`src/rtl/mem_arbiter.sv`:
```
// Two-requester arbiter in front of a single-port memory controller with fixed read latency.
// Define MEM_ARB_ROUND_ROBIN_EN for round-robin tie-breaking; fixed priority (requester 0) otherwise.
module mem_arbiter #(
  parameter int DATA_WIDTH = 8,
  parameter int ADDR_WIDTH = 16,
  parameter int RD_LATENCY = 1
) (
  input  logic                  clk,
  input  logic                  reset_n,
  input  logic                  req_0,
  input  logic                  req_1,
  input  logic                  rd_wr_0,
  input  logic                  rd_wr_1,
  input  logic [ADDR_WIDTH-1:0] addr_0,
  input  logic [ADDR_WIDTH-1:0] addr_1,
  input  logic [DATA_WIDTH-1:0] wr_data_0,
  input  logic [DATA_WIDTH-1:0] wr_data_1,
  output logic                  gnt_0,
  output logic                  gnt_1,
  output logic                  rd_valid_0,
  output logic                  rd_valid_1,
  output logic [DATA_WIDTH-1:0] rd_data,
  output logic                  mem_rd_wr_valid,
  output logic                  mem_rd_wr,
  output logic [ADDR_WIDTH-1:0] mem_addr,
  output logic [DATA_WIDTH-1:0] mem_wr_data,
  input  logic [DATA_WIDTH-1:0] mem_rd_data
);

  typedef enum logic [1:0] {
    IDLE,
    ISSUE,
    RD_WAIT
  } state_t;

  // Counter is loaded with latency-1 so that RD_WAIT lasts exactly RD_LATENCY cycles.
  localparam logic [3:0] CNT_LOAD = 4'(RD_LATENCY - 1);

  state_t                  state_reg;
  logic [3:0]              cnt_reg;
  logic [1:0]              gnt_reg;
  logic [1:0]              rd_valid_reg;
  logic                    mem_valid_reg;
  logic                    mem_rd_wr_reg;
  logic [ADDR_WIDTH-1:0]   mem_addr_reg;
  logic [DATA_WIDTH-1:0]   mem_wr_data_reg;
  logic [DATA_WIDTH-1:0]   rd_data_reg;
  logic                    owner_reg;

  logic                    tie_winner;
  logic                    win_sel;
  logic                    sel_rd_wr;
  logic [ADDR_WIDTH-1:0]   sel_addr;
  logic [DATA_WIDTH-1:0]   sel_wr_data;

`ifdef MEM_ARB_ROUND_ROBIN_EN
  logic                    last_gnt_reg;

  assign tie_winner = ~last_gnt_reg;
`else
  assign tie_winner = 1'b0;
`endif

  always_comb begin
    win_sel = 1'b0;
    if (req_0 && req_1) begin
      win_sel = tie_winner;
    end else if (req_1) begin
      win_sel = 1'b1;
    end
  end

  assign sel_rd_wr   = win_sel ? rd_wr_1   : rd_wr_0;
  assign sel_addr    = win_sel ? addr_1    : addr_0;
  assign sel_wr_data = win_sel ? wr_data_1 : wr_data_0;

  always_ff @(posedge clk or negedge reset_n) begin
    if (!reset_n) begin
      state_reg       <= IDLE;
      cnt_reg         <= 4'd0;
      gnt_reg         <= 2'b00;
      rd_valid_reg    <= 2'b00;
      mem_valid_reg   <= 1'b0;
      mem_rd_wr_reg   <= 1'b0;
      mem_addr_reg    <= '0;
      mem_wr_data_reg <= '0;
      rd_data_reg     <= '0;
      owner_reg       <= 1'b0;
`ifdef MEM_ARB_ROUND_ROBIN_EN
      last_gnt_reg    <= 1'b1;
`endif
    end else begin
      gnt_reg       <= 2'b00;
      rd_valid_reg  <= 2'b00;
      mem_valid_reg <= 1'b0;
      case (state_reg)
        IDLE: begin
          if (req_0 || req_1) begin
            mem_rd_wr_reg   <= sel_rd_wr;
            mem_addr_reg    <= sel_addr;
            mem_wr_data_reg <= sel_wr_data;
            mem_valid_reg   <= 1'b1;
            gnt_reg         <= win_sel ? 2'b10 : 2'b01;
            owner_reg       <= win_sel;
`ifdef MEM_ARB_ROUND_ROBIN_EN
            last_gnt_reg    <= win_sel;
`endif
            state_reg       <= ISSUE;
          end
        end
        ISSUE: begin
          if (mem_rd_wr_reg) begin
            cnt_reg   <= CNT_LOAD;
            state_reg <= RD_WAIT;
          end else begin
            state_reg <= IDLE;
          end
        end
        RD_WAIT: begin
          if (cnt_reg == 4'd0) begin
            rd_data_reg  <= mem_rd_data;
            rd_valid_reg <= owner_reg ? 2'b10 : 2'b01;
            state_reg    <= IDLE;
          end else begin
            cnt_reg <= cnt_reg - 4'd1;
          end
        end
        default: begin
          state_reg <= IDLE;
        end
      endcase
    end
  end

  assign gnt_0           = gnt_reg[0];
  assign gnt_1           = gnt_reg[1];
  assign rd_valid_0      = rd_valid_reg[0];
  assign rd_valid_1      = rd_valid_reg[1];
  assign rd_data         = rd_data_reg;
  assign mem_rd_wr_valid = mem_valid_reg;
  assign mem_rd_wr       = mem_rd_wr_reg;
  assign mem_addr        = mem_addr_reg;
  assign mem_wr_data     = mem_wr_data_reg;

endmodule
```
`config.mk`:
```
export PLATFORM = sky130hd
export DESIGN_NAME = mem_arbiter
export DESIGN_NICKNAME = d
export VERILOG_FILES = /design/src/rtl/mem_arbiter.sv
export SDC_FILE = /design/constraint.sdc
export NUM_CORES = 1
export LEC_CHECK = 0
export ABC_AREA = 0
export BUFFER_PORTS_ARGS = -buffer_cell sky130_fd_sc_hd__buf_2
export CORE_MARGIN = 1
export CORE_UTILIZATION = 49
export CTS_BUF_LIST = sky130_fd_sc_hd__clkbuf_16
export DETAILED_ROUTE_END_ITERATION = 8
export MAX_ROUTING_LAYER = met4
export PLACE_DENSITY = 0.84
export SYNTH_ARGS = -nofsm -noshare
export SYNTH_HDL_FRONTEND = slang
export SYNTH_SLANG_ARGS = --single-unit
```
`constraint.sdc`:
```
create_clock -name clk -period 4.1 [get_ports clk]
set_clock_uncertainty 0.2 [all_clocks]
set_input_delay 0.615 -clock clk [delete_from_list [all_inputs] [get_ports clk]]
set_output_delay 0.615 -clock clk [all_outputs]
set_load 0.05 [all_outputs]
```
Yosys cells after proc, flatten, opt, wreduce, memory -nomap -nowiden
Cells that the tools add are included.

Add/subtract/negate cells: 1. $mul: 0. Div/mod/pow operators: 0. Magnitude comparators: 0. Equal/unequal tests: 6. Shift operators: 0. Muxes and demuxes: 20. Bitwise logic cells: 0. Reduce and logical (&&, ||, !) cells: 9.

Operators by type and width (count): two-way mux 2 bit (9); two-way mux 16 bit (1); two-way mux 4 bit (2); two-way mux 8 bit (1); != test 2 bit, second input constant (4); case mux 4 bit (2 select lines) (1); case mux 2 bit (3 select lines) (1); AND reduction 2 bit (3); two-way mux 1 bit (5); logical NOT 4 bit (1); subtractor 4 x 1 -> 4 bit, second input constant (1); AND reduction 3 bit (1); == test 2 x 1 -> 1 bit, second input constant (1); == test 2 bit, second input constant (1); logical NOT 2 bit (1); nonzero test 2 bit (1); logical AND 1 bit (1); logical OR 1 bit (1).

Register bits after elaboration: 45. Bits in latches: 0. Bits in writable memories: 0. Bits in read-only memories: 0. Input bits: 62. Output and inout bits: 38. Word-level logic and storage cells: 46. Memories kept: 0.

Longest topological paths before layout
Depth after elaboration: 5. Depth in mapped cells: 6. Mapped depth without buffers: 5.

Worst setup path before layout
No wires, ideal clock.

Path kind: flip-flop to flip-flop. Start point: register cnt_reg[0]. End point: register rd_data_reg[0] (netlist: rd_data[0]). Setup time: 125 ps. Arrival: 1579 ps. Data required time: 3775 ps. Setup slack: 2196 ps. Cell stages (with the launch flop): 7. Path buffers: 1. Period minus slack after synthesis: 1904 ps. Cell sequence: dfrtp_1 inv_1 ha_1 or3b_4 nand2b_4 buf_6 mux2_4.

Longest elaborated chain between the ends: 2.

Ends and longest elaborated chain: from (decl) (RTL line 40) `logic [3:0] cnt_reg;`; from (signal assigned) (RTL line 125) `cnt_reg <= cnt_reg - 4'd1;`; logical NOT 4 bit (RTL line 120) `if (cnt_reg == 4'd0) begin`; AND reduction 2 bit (no line); to (signal assigned) (RTL line 121) `rd_data_reg <= mem_rd_data;`; to (decl) (RTL line 47) `logic [DATA_WIDTH-1:0] rd_data_reg;`.

No other way between the ends. A chain may end at the register's enable or synchronous reset.

Final worst setup path
Start point: register state_reg[0]. End point: register mem_addr_reg[11] (netlist: mem_addr[11]).

Longest elaborated chain between the ends: 2.

Ends and longest elaborated chain: from (decl) (RTL line 39) `state_t state_reg;`; from (signal assigned) (RTL line 79) `state_reg <= IDLE;`; from (signal assigned) (RTL line 108) `state_reg <= ISSUE;`; from (signal assigned) (RTL line 114) `state_reg <= RD_WAIT;`; logical NOT 2 bit (RTL line 96) `case (state_reg)`; AND reduction 2 bit (no line); to (signal assigned) (RTL line 100) `mem_addr_reg <= sel_addr;`; to (decl) (RTL line 45) `logic [ADDR_WIDTH-1:0] mem_addr_reg;`.

No other way between the ends.

==> reports/qor.yml <==
n_antenna_cell: 0
fin_util_pct: 68.8
crit_chain: "nor2_1, o21a_1, buf_4, mux2i_1"
path_max_fanout: 18
irDropWorstVdd_v: 0.000422
synthesis.yosys.warnings: 0
slowest_delay_ns: 0.47
timing.rr.end: "mem_addr[11]$_DFFE_PN0P_"
synth_nets: 237
setup-violations-final: 0
fin_cells: 323
die_area_um2: 4490
overflow: 0
place_area_um2: 2580
drtIter0Drc: 73
cap_violations: 0
synth.distinct_cells: 32
cts_tree: "done"
ys.flop_type: "dfrtp_1"
drive_gt1_share_pct: 46.5
row_count: 23
first_pass_iters: 4
cts_buffers: 5
cp.depth: 4
clock_sinks: 45
cts.clk_slew.worst_paths_ns: 0.06
relSlewSlack_pct: 35.3
drc_errors: 0
cts_resized: 0
r2r_cells: 4
worstSetupEndpointType: "flip-flop"
period_needed_ns: 2.10
status: "finished clean"
viasPerCell: 5.08
numPlacedInstances: 315
core_um2: 4030
holdWs_ns: 0.269
finalWorstSetupSlack_ns: 2.00
crit_required_ns: 4.10
worstHoldPathCells: 1
cpMaxStageDelayCell: "o21a_1"
worst_slew_pin_slew_ns: 0.971
preCtsSetupSlack_ns: 2.01
hp-class: "reg -> reg"
ant_nets: 0
critical_path_class: "reg -> reg"
hold_viol: 0
power.total_mw: 2.60
rsz0062_at_grt: "false"
grt_max_degree: 46
clk_path_buf_depth: 2
wl_um: 4520
cts-root-buf: "clkbuf_16"
syn_area_per_cell_um2: 12.0
critPathArrivalTime_ns: 2.09
die_width_um: 67.0
ctsHoldBuffers: 0
grt_usage_pct: 20.7
finalCritPeriodShare_pct: 51.1
netlist_area_um2: 2070
grt_pass1_wl_um: 6670
worst_hold_path.endpoint: "rd_valid_reg[0]$_DFF_PN0_"
grt_pass1_vias: 1535
crit_family: "compound AO/OA/AOI/OAI gates"
area_growth_pct: 33.9
synth_seq_cells: 45
die_h_um: 67.0
fin_nets: 336
num_vias: 1640
fmax_mhz: 477
clk_latency_ns: 0.28
initial_utilization_pct: 51.4
setup_tns_ns: 0
worstSetupStartpointType: "flip-flop"
gp_congestion: 0.754
synth_seq_area_share_pct: 54.4
p_leak_nw: 1.50
rr_startpoint: "state_reg[0]$_DFFE_PN0P_"
synthCells: 173
drv_slew: 0
critical_path_buf_inv_count: 1
io_buffers: 99
dp_hpwl_um: 3190
post_cts_buffers: 0
hp-start: "owner_reg$_DFFE_PN0P_"
largest_register_ffs: 16
async_reset_ff_share_pct: 100
antenna_found_initial: 0
pin_count: 100
synth_edf_count: 0
fin_area_um2: 2770
htreeDepth: 2
rrSetupSlack_ns: 2.00
power-per-cell-area_nw_per_um2: 939
wire_per_inst_um: 14.0
-- synth_stat cells, drive strengths merged, types with 2 or more instances --
master   n  area share (%)
mux2i   23              11
ha       2             1.2
dfrtp   45              54
buf      9             3.3
inv     26             4.7
o22ai   23             7.0
nor2     4            0.73
nand2    5            0.91
and3     2            0.60
nor3b    2            0.97
o21a     2            0.73
nand2b   2            0.97
mux2    12             8.0
o21ai    2            0.48
a221oi   2            0.85
-- worst register-to-register path: cells and delay by family (launching register included) --
| family | cells | cell delay (ns) |
|---|---|---|
| compound gates | 1 | 0.47 |
| buf+inv | 1 | 0.39 |
| flops | 1 | 0.46 |
| mux | 1 | 0.24 |
| simple gates | 1 | 0.26 |
-- layer usage --
layer	vias to the layer above	GRT usage, %	part of all wire, %
met2	60	35.7	51
met5	-	-	0
met1	780	23.1	41
met4	0	5.59	0.60
met3	4	6.34	7.5
li1	796	-	-
-- cells in the final DEF, fill, tap and decap left out, types with 2 or more instances in the layout --
cell type / count
and3_1: 2
clkbuf_16: 5
inv_1: 26
nor2_1: 4
buf_4: 3
o21a_1: 2
mux2_2: 4
a221oi_1: 2
nand2_1: 5
mux2_4: 8
mux2i_1: 23
o22ai_1: 23
ha_1: 2
dfrtp_1: 45
o21ai_0: 2
bufinv_16: 2
buf_2: 99
-- power by group --
| part | switching (mW) | leakage [nW] | internal, mW | total, mW |
|---|---|---|---|---|
| sequential | 0.113 | 0.556 | 0.638 | 0.751 |
| combinational | 0.960 | 0.849 | 0.387 | 1.35 |
| clock | 0.156 | 0.0938 | 0.348 | 0.503 |
-- area by class of cell --
class | count | area (µm²)
clock buffers | 5 | 125
multi-input cells | 92 | 776
flip-flops and latches | 45 | 1130
inverters | 26 | 97.6
well taps | 50 | 62.6
fillers | 300 | 1260
clock inverters | 3 | 65.1
repair buffers | 102 | 518
-- logic make-up after synthesis --
logic type               count (synthesis)  share of synthesized area [%]
adder cells (fa/ha/maj)                  2                           1.21
flip-flops                              45                           54.4
buffers and inverters                   36                           8.22
AO/OA/AOI/OAI                           32                           10.1
multiplexers                            35                           19.1
AND/OR/NAND/NOR                         23                           6.95
-- worst max path at each step --
stage / start / end
after CTS: state_reg[0]$_DFFE_PN0P_ / mem_addr[11]$_DFFE_PN0P_
after global routing: state_reg[0]$_DFFE_PN0P_ / mem_wr_data[5]$_DFFE_PN0P_
final: state_reg[0]$_DFFE_PN0P_ / mem_addr[11]$_DFFE_PN0P_
after floorplan: cnt_reg[0]$_DFFE_PN0P_ / rd_data[0]$_DFFE_PN0P_
after global placement: req_1 / mem_addr[10]$_DFFE_PN0P_
after detailed placement: req_1 / mem_addr[10]$_DFFE_PN0P_
Note: power is estimated with default switching activity, not from simulation.
